## src/rtl/cnn_pkg.sv

```systemverilog
// rtl/cnn_pkg.sv - shared types and sizing helpers for the CNN streaming blocks
package cnn_pkg;

    localparam int DATA_WIDTH = 16;

    typedef logic signed [DATA_WIDTH-1:0] pixel_t;

    // Counter width for a dimension; a dimension of 1 still needs one bit.
    function automatic int cnt_width(input int n);
        return (n > 1) ? $clog2(n) : 1;
    endfunction

endpackage

```

## src/rtl/conv_line_buffer.sv

```systemverilog
// rtl/conv_line_buffer.sv - per-column store of the KH-1 previous rows, read-before-write
module conv_line_buffer
    import cnn_pkg::*;
#(
    parameter int IN_CH      = 1,
    parameter int KH         = 3,
    parameter int IMG_W      = 8,
    parameter int DATA_WIDTH = 16
) (
    input  logic                                          clk,
    input  logic                                          we_i,
    input  logic [cnt_width(IMG_W)-1:0]                   col_i,
    input  logic [IN_CH-1:0][DATA_WIDTH-1:0]              pix_i,
    output logic [KH-1:0][IN_CH-1:0][DATA_WIDTH-1:0]      col_vec_o
);

    generate
        if (KH > 1) begin : g_buf
            // Index 0 holds the oldest row; the newest stored row sits at KH-2.
            logic [KH-2:0][IN_CH-1:0][DATA_WIDTH-1:0] mem_q [IMG_W];

            always_ff @(posedge clk) begin
                if (we_i) begin
                    for (int k = 0; k < KH - 2; k++) begin
                        mem_q[col_i][k] <= mem_q[col_i][k+1];
                    end
                    mem_q[col_i][KH-2] <= pix_i;
                end
            end

            assign col_vec_o = {pix_i, mem_q[col_i]};
        end else begin : g_pass
            assign col_vec_o = pix_i;
        end
    endgenerate

endmodule

```

## src/rtl/conv_window_gen.sv

```systemverilog
// rtl/conv_window_gen.sv - raster-stream to KH x KW sliding-window patch generator
module conv_window_gen
    import cnn_pkg::*;
#(
    parameter int IN_CH      = 1,
    parameter int KH         = 3,
    parameter int KW         = 3,
    parameter int DATA_WIDTH = 16,
    parameter int IMG_W      = 8,
    parameter int IMG_H      = 8
) (
    input  logic                                                  clk,
    input  logic                                                  rst,
    input  logic signed [IN_CH-1:0][DATA_WIDTH-1:0]               in_pix,
    input  logic                                                  in_valid,
    output logic                                                  in_ready,
    output logic signed [IN_CH-1:0][KH-1:0][KW-1:0][DATA_WIDTH-1:0] out_patch,
    output logic                                                  out_valid,
    input  logic                                                  out_ready,
    output logic                                                  out_last
);

    localparam int CW = cnt_width(IMG_W);
    localparam int RW = cnt_width(IMG_H);
    localparam logic [CW-1:0] COL_LAST = CW'(IMG_W - 1);
    localparam logic [CW-1:0] COL_MIN  = CW'(KW - 1);
    localparam logic [RW-1:0] ROW_LAST = RW'(IMG_H - 1);
    localparam logic [RW-1:0] ROW_MIN  = RW'(KH - 1);

    logic [CW-1:0] col_q;
    logic [RW-1:0] row_q;
    logic          valid_q;
    logic          last_q;
    logic [IN_CH-1:0][KH-1:0][KW-1:0][DATA_WIDTH-1:0] win_q, win_d, patch_q;
    logic [KH-1:0][IN_CH-1:0][DATA_WIDTH-1:0]         col_vec;

    logic xfer, emit, frame_end;

    assign in_ready  = !valid_q || out_ready;
    assign xfer      = in_valid && in_ready;
    assign emit      = xfer && (row_q >= ROW_MIN) && (col_q >= COL_MIN);
    assign frame_end = (col_q == COL_LAST) && (row_q == ROW_LAST);

    conv_line_buffer #(
        .IN_CH      (IN_CH),
        .KH         (KH),
        .IMG_W      (IMG_W),
        .DATA_WIDTH (DATA_WIDTH)
    ) u_line_buffer (
        .clk       (clk),
        .we_i      (xfer),
        .col_i     (col_q),
        .pix_i     (in_pix),
        .col_vec_o (col_vec)
    );

    always_comb begin
        win_d = win_q;
        for (int ch = 0; ch < IN_CH; ch++) begin
            for (int ky = 0; ky < KH; ky++) begin
                for (int kx = 0; kx < KW - 1; kx++) begin
                    win_d[ch][ky][kx] = win_q[ch][ky][kx+1];
                end
                win_d[ch][ky][KW-1] = col_vec[ky][ch];
            end
        end
    end

    // The window register is never emitted until the counters qualify it, so it needs no reset.
    always_ff @(posedge clk) begin
        if (xfer) begin
            win_q <= win_d;
        end
    end

    always_ff @(posedge clk) begin
        if (rst) begin
            col_q   <= '0;
            row_q   <= '0;
            valid_q <= 1'b0;
            last_q  <= 1'b0;
            patch_q <= '0;
        end else begin
            if (xfer) begin
                if (col_q == COL_LAST) begin
                    col_q <= '0;
                    row_q <= (row_q == ROW_LAST) ? '0 : row_q + 1'b1;
                end else begin
                    col_q <= col_q + 1'b1;
                end
            end
            if (emit) begin
                valid_q <= 1'b1;
                last_q  <= frame_end;
                patch_q <= win_d;
            end else if (out_ready) begin
                valid_q <= 1'b0;
                last_q  <= 1'b0;
            end
        end
    end

    assign out_valid = valid_q;
    assign out_last  = last_q;
    assign out_patch = patch_q;

endmodule

```

## config.mk

```make
export PLATFORM = sky130hd
export DESIGN_NAME = conv_window_gen
export DESIGN_NICKNAME = d
export VERILOG_FILES = /design/src/rtl/cnn_pkg.sv /design/src/rtl/conv_line_buffer.sv /design/src/rtl/conv_window_gen.sv
export SDC_FILE = /design/constraint.sdc
export NUM_CORES = 1
export LEC_CHECK = 0
export BUFFER_PORTS_ARGS = -buffer_cell sky130_fd_sc_hd__buf_2
export CAP_MARGIN = 15
export CORE_MARGIN = 2
export CORE_UTILIZATION = 53
export CTS_CLUSTER_SIZE = 12
export DETAILED_ROUTE_END_ITERATION = 6
export PLACE_DENSITY_LB_ADDON = 0.08
export SLEW_MARGIN = 20
export SYNTH_ARGS = -nofsm -noshare
export SYNTH_HDL_FRONTEND = slang
export SYNTH_SLANG_ARGS = --single-unit
export TNS_END_PERCENT = 20
```

## constraint.sdc

```tcl
create_clock -name clk -period 5.51 [get_ports clk]
set_input_delay 1.102 -clock clk [delete_from_list [all_inputs] [get_ports clk]]
set_output_delay 1.102 -clock clk [all_outputs]
set_load 0.01 [all_outputs]
```

---- Word-level counts from Yosys, hierarchy flattened ----
Memories as Yosys holds them, arrays and structs flattened. A register that Yosys moved wholly into a read port is not among the register bits.
Cells that the tools add are included.
word-level totals
  output and inout port bits .............. 147
  register bits ........................... 248
  memory bits (writable) .................. 256
  logic and storage cells ................. 43
  memories kept ........................... 1
memory list
  name                       depth  bits a word  read ports  clocked after Yosys merged registers in  wr ports  line                    RTL
  u_line_buffer.g_buf.mem_q  8      32           1           1                                        1         conv_line_buffer.sv:20  logic [KH-2:0][IN_CH-1:0][DATA_WIDTH-1:0] mem_q [IMG_W];
cells by class
  mux-type cells .......................... 9
  reduce and logical (&&, ||, !) cells .... 8
  $lt $le $gt $ge ......................... 2
  add/sub/neg operators ................... 2
  equality and inequality tests ........... 2
operators with widths
  operator                                                                              number
  3-bit two-way mux                                                                     4
  3-bit by 1-bit adder with 3-bit output (second input constant)                        2
  3-bit equality test (second input constant)                                           2
  3-bit by 2-bit greater-or-equal comparator with 1-bit output (second input constant)  2
  1-bit two-way mux                                                                     5
  1-bit logical AND                                                                     4
  2-bit AND reduction                                                                   1
  2-bit nonzero test                                                                    1
  1-bit logical NOT                                                                     1
  1-bit logical OR                                                                      1

---- Longest topological paths before layout ----
  depth after elaboration ................. 6
  depth in mapped cells ................... 9
  depth with buffers taken out ............ 6

---- Modules after synthesis ----
From an unflattened synthesis, not the netlist that was laid out.
unflattened totals
  cells, all modules ...................... 1,206
  area total of the unflattened synthesis .. 19,676.4 µm²
by module, submodules not included
  module            instances  cells an instance  area each (µm²)
  conv_line_buffer  1          437                9,979.6
  conv_window_gen   1          769                9,696.8

---- Worst setup path after synthesis ----
Ideal clock, no wire load.
  path kind ............................... input to register
  start point ............................. input port out_ready
  end point ............................... memory u_line_buffer.g_buf.mem_q[4][0] (netlist name) (enable)
  path slack .............................. -0.408 ns
  library setup time ...................... 0.461 ns
  required time ........................... 5.049 ns
  path buffers ............................ 0
  arrival time ............................ 5.457 ns
  stages .................................. 5
  cells stage by stage .................... nand2b_1 nand2_1 clkinv_1 nand2_1 nor3_1
on the way
  word-level cells in the longest chain between the ends .. 4
RTL lines
  item                                     line                    RTL
  start: declaration                       conv_window_gen.sv:19   input logic out_ready,
  1-bit logical OR                         conv_window_gen.sv:39   assign in_ready = !valid_q || out_ready;
  1-bit logical AND                        conv_window_gen.sv:40   assign xfer = in_valid && in_ready;
  named net u_line_buffer.we_i             conv_line_buffer.sv:11  input logic we_i,
  1-bit two-way mux                        conv_line_buffer.sv:23  if (we_i) begin
  1-bit two-way mux (not written as such)  conv_line_buffer.sv:25  mem_q[col_i][k] <= mem_q[col_i][k+1];
  end: declaration                         conv_line_buffer.sv:20
The timed path passes the listed nets, and every way through them passes these cells.

---- Worst setup path in the final report ----
  start point ............................. input port out_ready
  end point ............................... memory u_line_buffer.g_buf.mem_q[4][16] (netlist name) (enable)
on the way
  word-level cells in the longest chain between the ends .. 4
RTL lines
  item                                     line                    RTL
  1-bit logical OR                         conv_window_gen.sv:39
  1-bit logical AND                        conv_window_gen.sv:40
  named net u_line_buffer.we_i             conv_line_buffer.sv:11
  1-bit two-way mux                        conv_line_buffer.sv:23
  1-bit two-way mux (not written as such)  conv_line_buffer.sv:27  mem_q[col_i][KH-2] <= pix_i;
The timed path passes the listed nets, and every way through them passes these cells.

==> metrics <==
most frequent cells in the layout edfxtp_1 (352), nand2_1 (233), buf_2 (165), dfxtp_1 (153), a21oi_1 (119); Worst Hold Class flop to flop; quantity of gates resized following cts 0; CP endpoint kind flop; ratio of cells with drive above 1 in the final layout between 20% and 30%; CTS max path bufs 3; top cells by area, synth edfxtp_1 (59%), dfxtp_1 (17%), mux4_2 (8.0%), nand2_1 (4.9%), a21oi_1 (3.3%); Setup CP Type primary input to flop; Worst EP required ~5.8 ns; Clock transition at path regs roughly 0.06 ns; worst-margin pin slew approximately 1.1 ns; Async SR Flop Fraction 0%; Fmax about 0.31 GHz; P per Cell Area approximately 380 nW/um2; CP max FO 31; dpl hpwl 20200 um; slowest stage delay, CP 0.79 ns; fillcell total roughly 2500; width of the die ~190 um; total of max-cap violations 0; Post-Route WL approximately 35000 um; Leak between 7 and 8 nW; clock latency on the worst-skew pair ~0.55 ns; Seq cells post-synth 507; Post-Layout Inst Area 20800 um2; first-pass GRT wire length roughly 54000 um; Initial Util between 50% and 60%; total power draw slightly below 0.008 W; run status completed; antenna viol nets, final 0; post-route clock skew roughly 0.011 ns; core area roughly 33000 um2; initial antenna violation count 0; Hold Buf Count CTS 0; crit-path cells buf_2 -> nand2b_1 -> nand2_1 -> inv_4 -> nand2_1 -> nor3_4 -> buf_12; Max Slew Vio Count 0; Avg Inst Size Synth approximately 16 um2; drc violations 0; crit path launch type primary input; I/O Buffers about 170; GR Util All Layers between 20% and 30%; H-tree Lvls 2; cell mode on critical path nand2_1; crit share post-route between 50% and 60%; die area around 35000 um2; crit path time final between 3 and 4 ns; total nets after synthesis 1176; via count roughly 9700; TritonCTS clock tree yes; Yosys warning total 0; clock sinks approximately 510; Slew HR 27.1%; Worst VDD drop between 300 and 400 uV; vias in the first global route 9408; Layout Nets roughly 1300; Num CTS Buffers 50; CP arrival about 3.5 ns; share of the synthesized area in the top cell type about three fifths; hold slack around 0.45 ns; most common cell after layout, fill and taps aside edfxtp_1; ys flop type edfxtp_1; DRT iter0 DRCs slightly above 600; final core occ between 60% and 70%; Post-CTS Setup Inserts 0; Die Y 188 um; Worst Path Buf+Inv 3; RSZ-0062 raised after global routing false; largest net degree at the start of global routing 103; Area Overhead vs Synth 16.0%; CP delay by family, top simple AND/OR/NAND/NOR gates; setup TNS 0 ns; placed inst area around 19000 um2; largest area contributor in the netlist edfxtp_1; slowest cell on the critical path nor3_4; Antenna Cells 0; Ports around 170; gr ovfl total 0; global placement routability congestion between 0.7 and 0.8; # rows 67; Post-Syn Instances between 1000 and 1500; count of cell types in the netlist 25; Routed WL per cell ~20 um; Via density between 5 and 6; EDFF count, synth 352; register area share after synthesis about 76%; setup violators final 0; CTS Root Buffer Type clkbuf_16; mapped cell area roughly 18000 um2; DRT Pass-1 Iters 5; Fin. Hold Viols 0
layout make-up:
type                    instances  area (um2)  area share, %
repair buffers                183        1030           4.96
multi-input cells             573        3940           18.9
clock buffers                  90        1520           7.31
inverters                       3        13.8         0.0662
flip-flops and latches        507       13700           65.8
clock inverters                 3        40.0          0.193
well taps                     448         561           2.70
cells by family (layout without fill, tap and decap cells):
kind of cell    count (synthesis)  after routing  synth area share (%)
compound gates                121            121                  3.42
buf+inv                        70            279                  2.00
mux                            96             96                  10.1
fa+ha+maj                       6              6                 0.419
simple gates                  350            350                  7.77
flops                         507            507                  76.3
worst min-delay path: stages (launching register included):
cell     delay [ns]
dfxtp_1        0.30
nand2_1        0.05
a21oi_1        0.05
power by group:
group | internal, W | leakage (nW) | switching [W]
registers | 0.00423 | 4.51 | 0.0000567
logic | 0.000112 | 1.94 | 0.000198
clock network | 0.00190 | 0.752 | 0.00132
metrics by stage:
stage                     std cells  worst slack [ns]
final                          1807              2.24
after global routing           1807              2.03
after CTS                      1805              2.21
after detailed placement       1712              1.64
after global placement         1712              1.67
after floorplan                1150             0.353
sequential cells by signal, indices dropped and copies added, names as in the netlist, named ones only:
register and cells:
u_line_buffer.g_buf.mem_q 256, out_patch 144, win_d 96, col_q 3, row_q 3, out_last 1, out_valid 1
routing by layer:
metal | track usage, % | part of all wire (%) | vias up
li1 | - | - | 4544
met1 | 28.1 | 45 | 4890
met3 | 3.05 | 4.0 | 46
met2 | 33.1 | 49 | 229
met5 | 0 | 0 | -
met4 | 5.69 | 2.0 | 0
synth_stat cells (3+ instances only):
| cell type | count |
|---|---|
| nor3_1 | 36 |
| dfxtp_1 | 155 |
| buf_1 | 10 |
| clkbuf_1 | 20 |
| nand3_1 | 3 |
| a21oi_1 | 119 |
| or3_1 | 4 |
| mux2_2 | 32 |
| nor2_1 | 68 |
| edfxtp_1 | 352 |
| mux4_2 | 64 |
| ha_1 | 6 |
| buf_2 | 28 |
| buf_6 | 8 |
| nand2_1 | 233 |
path summary, 6_finish.rpt:
check | from | end | slack [ns] | cells after the start
max | out_ready | u_line_buffer.g_buf.mem_q[4][16]$_DFFE_PP_ | 2.24 | 7
max reg2reg | out_valid$_SDFFE_PP0P_ | u_line_buffer.g_buf.mem_q[4][16]$_DFFE_PP_ | 2.60 | 6
min | out_patch[105]$_SDFFE_PP0P_ | out_patch[105]$_SDFFE_PP0P_ | 0.45 | 2
min reg2reg | out_patch[105]$_SDFFE_PP0P_ | out_patch[105]$_SDFFE_PP0P_ | 0.45 | 2
Power figures use the tool's default switching activity.
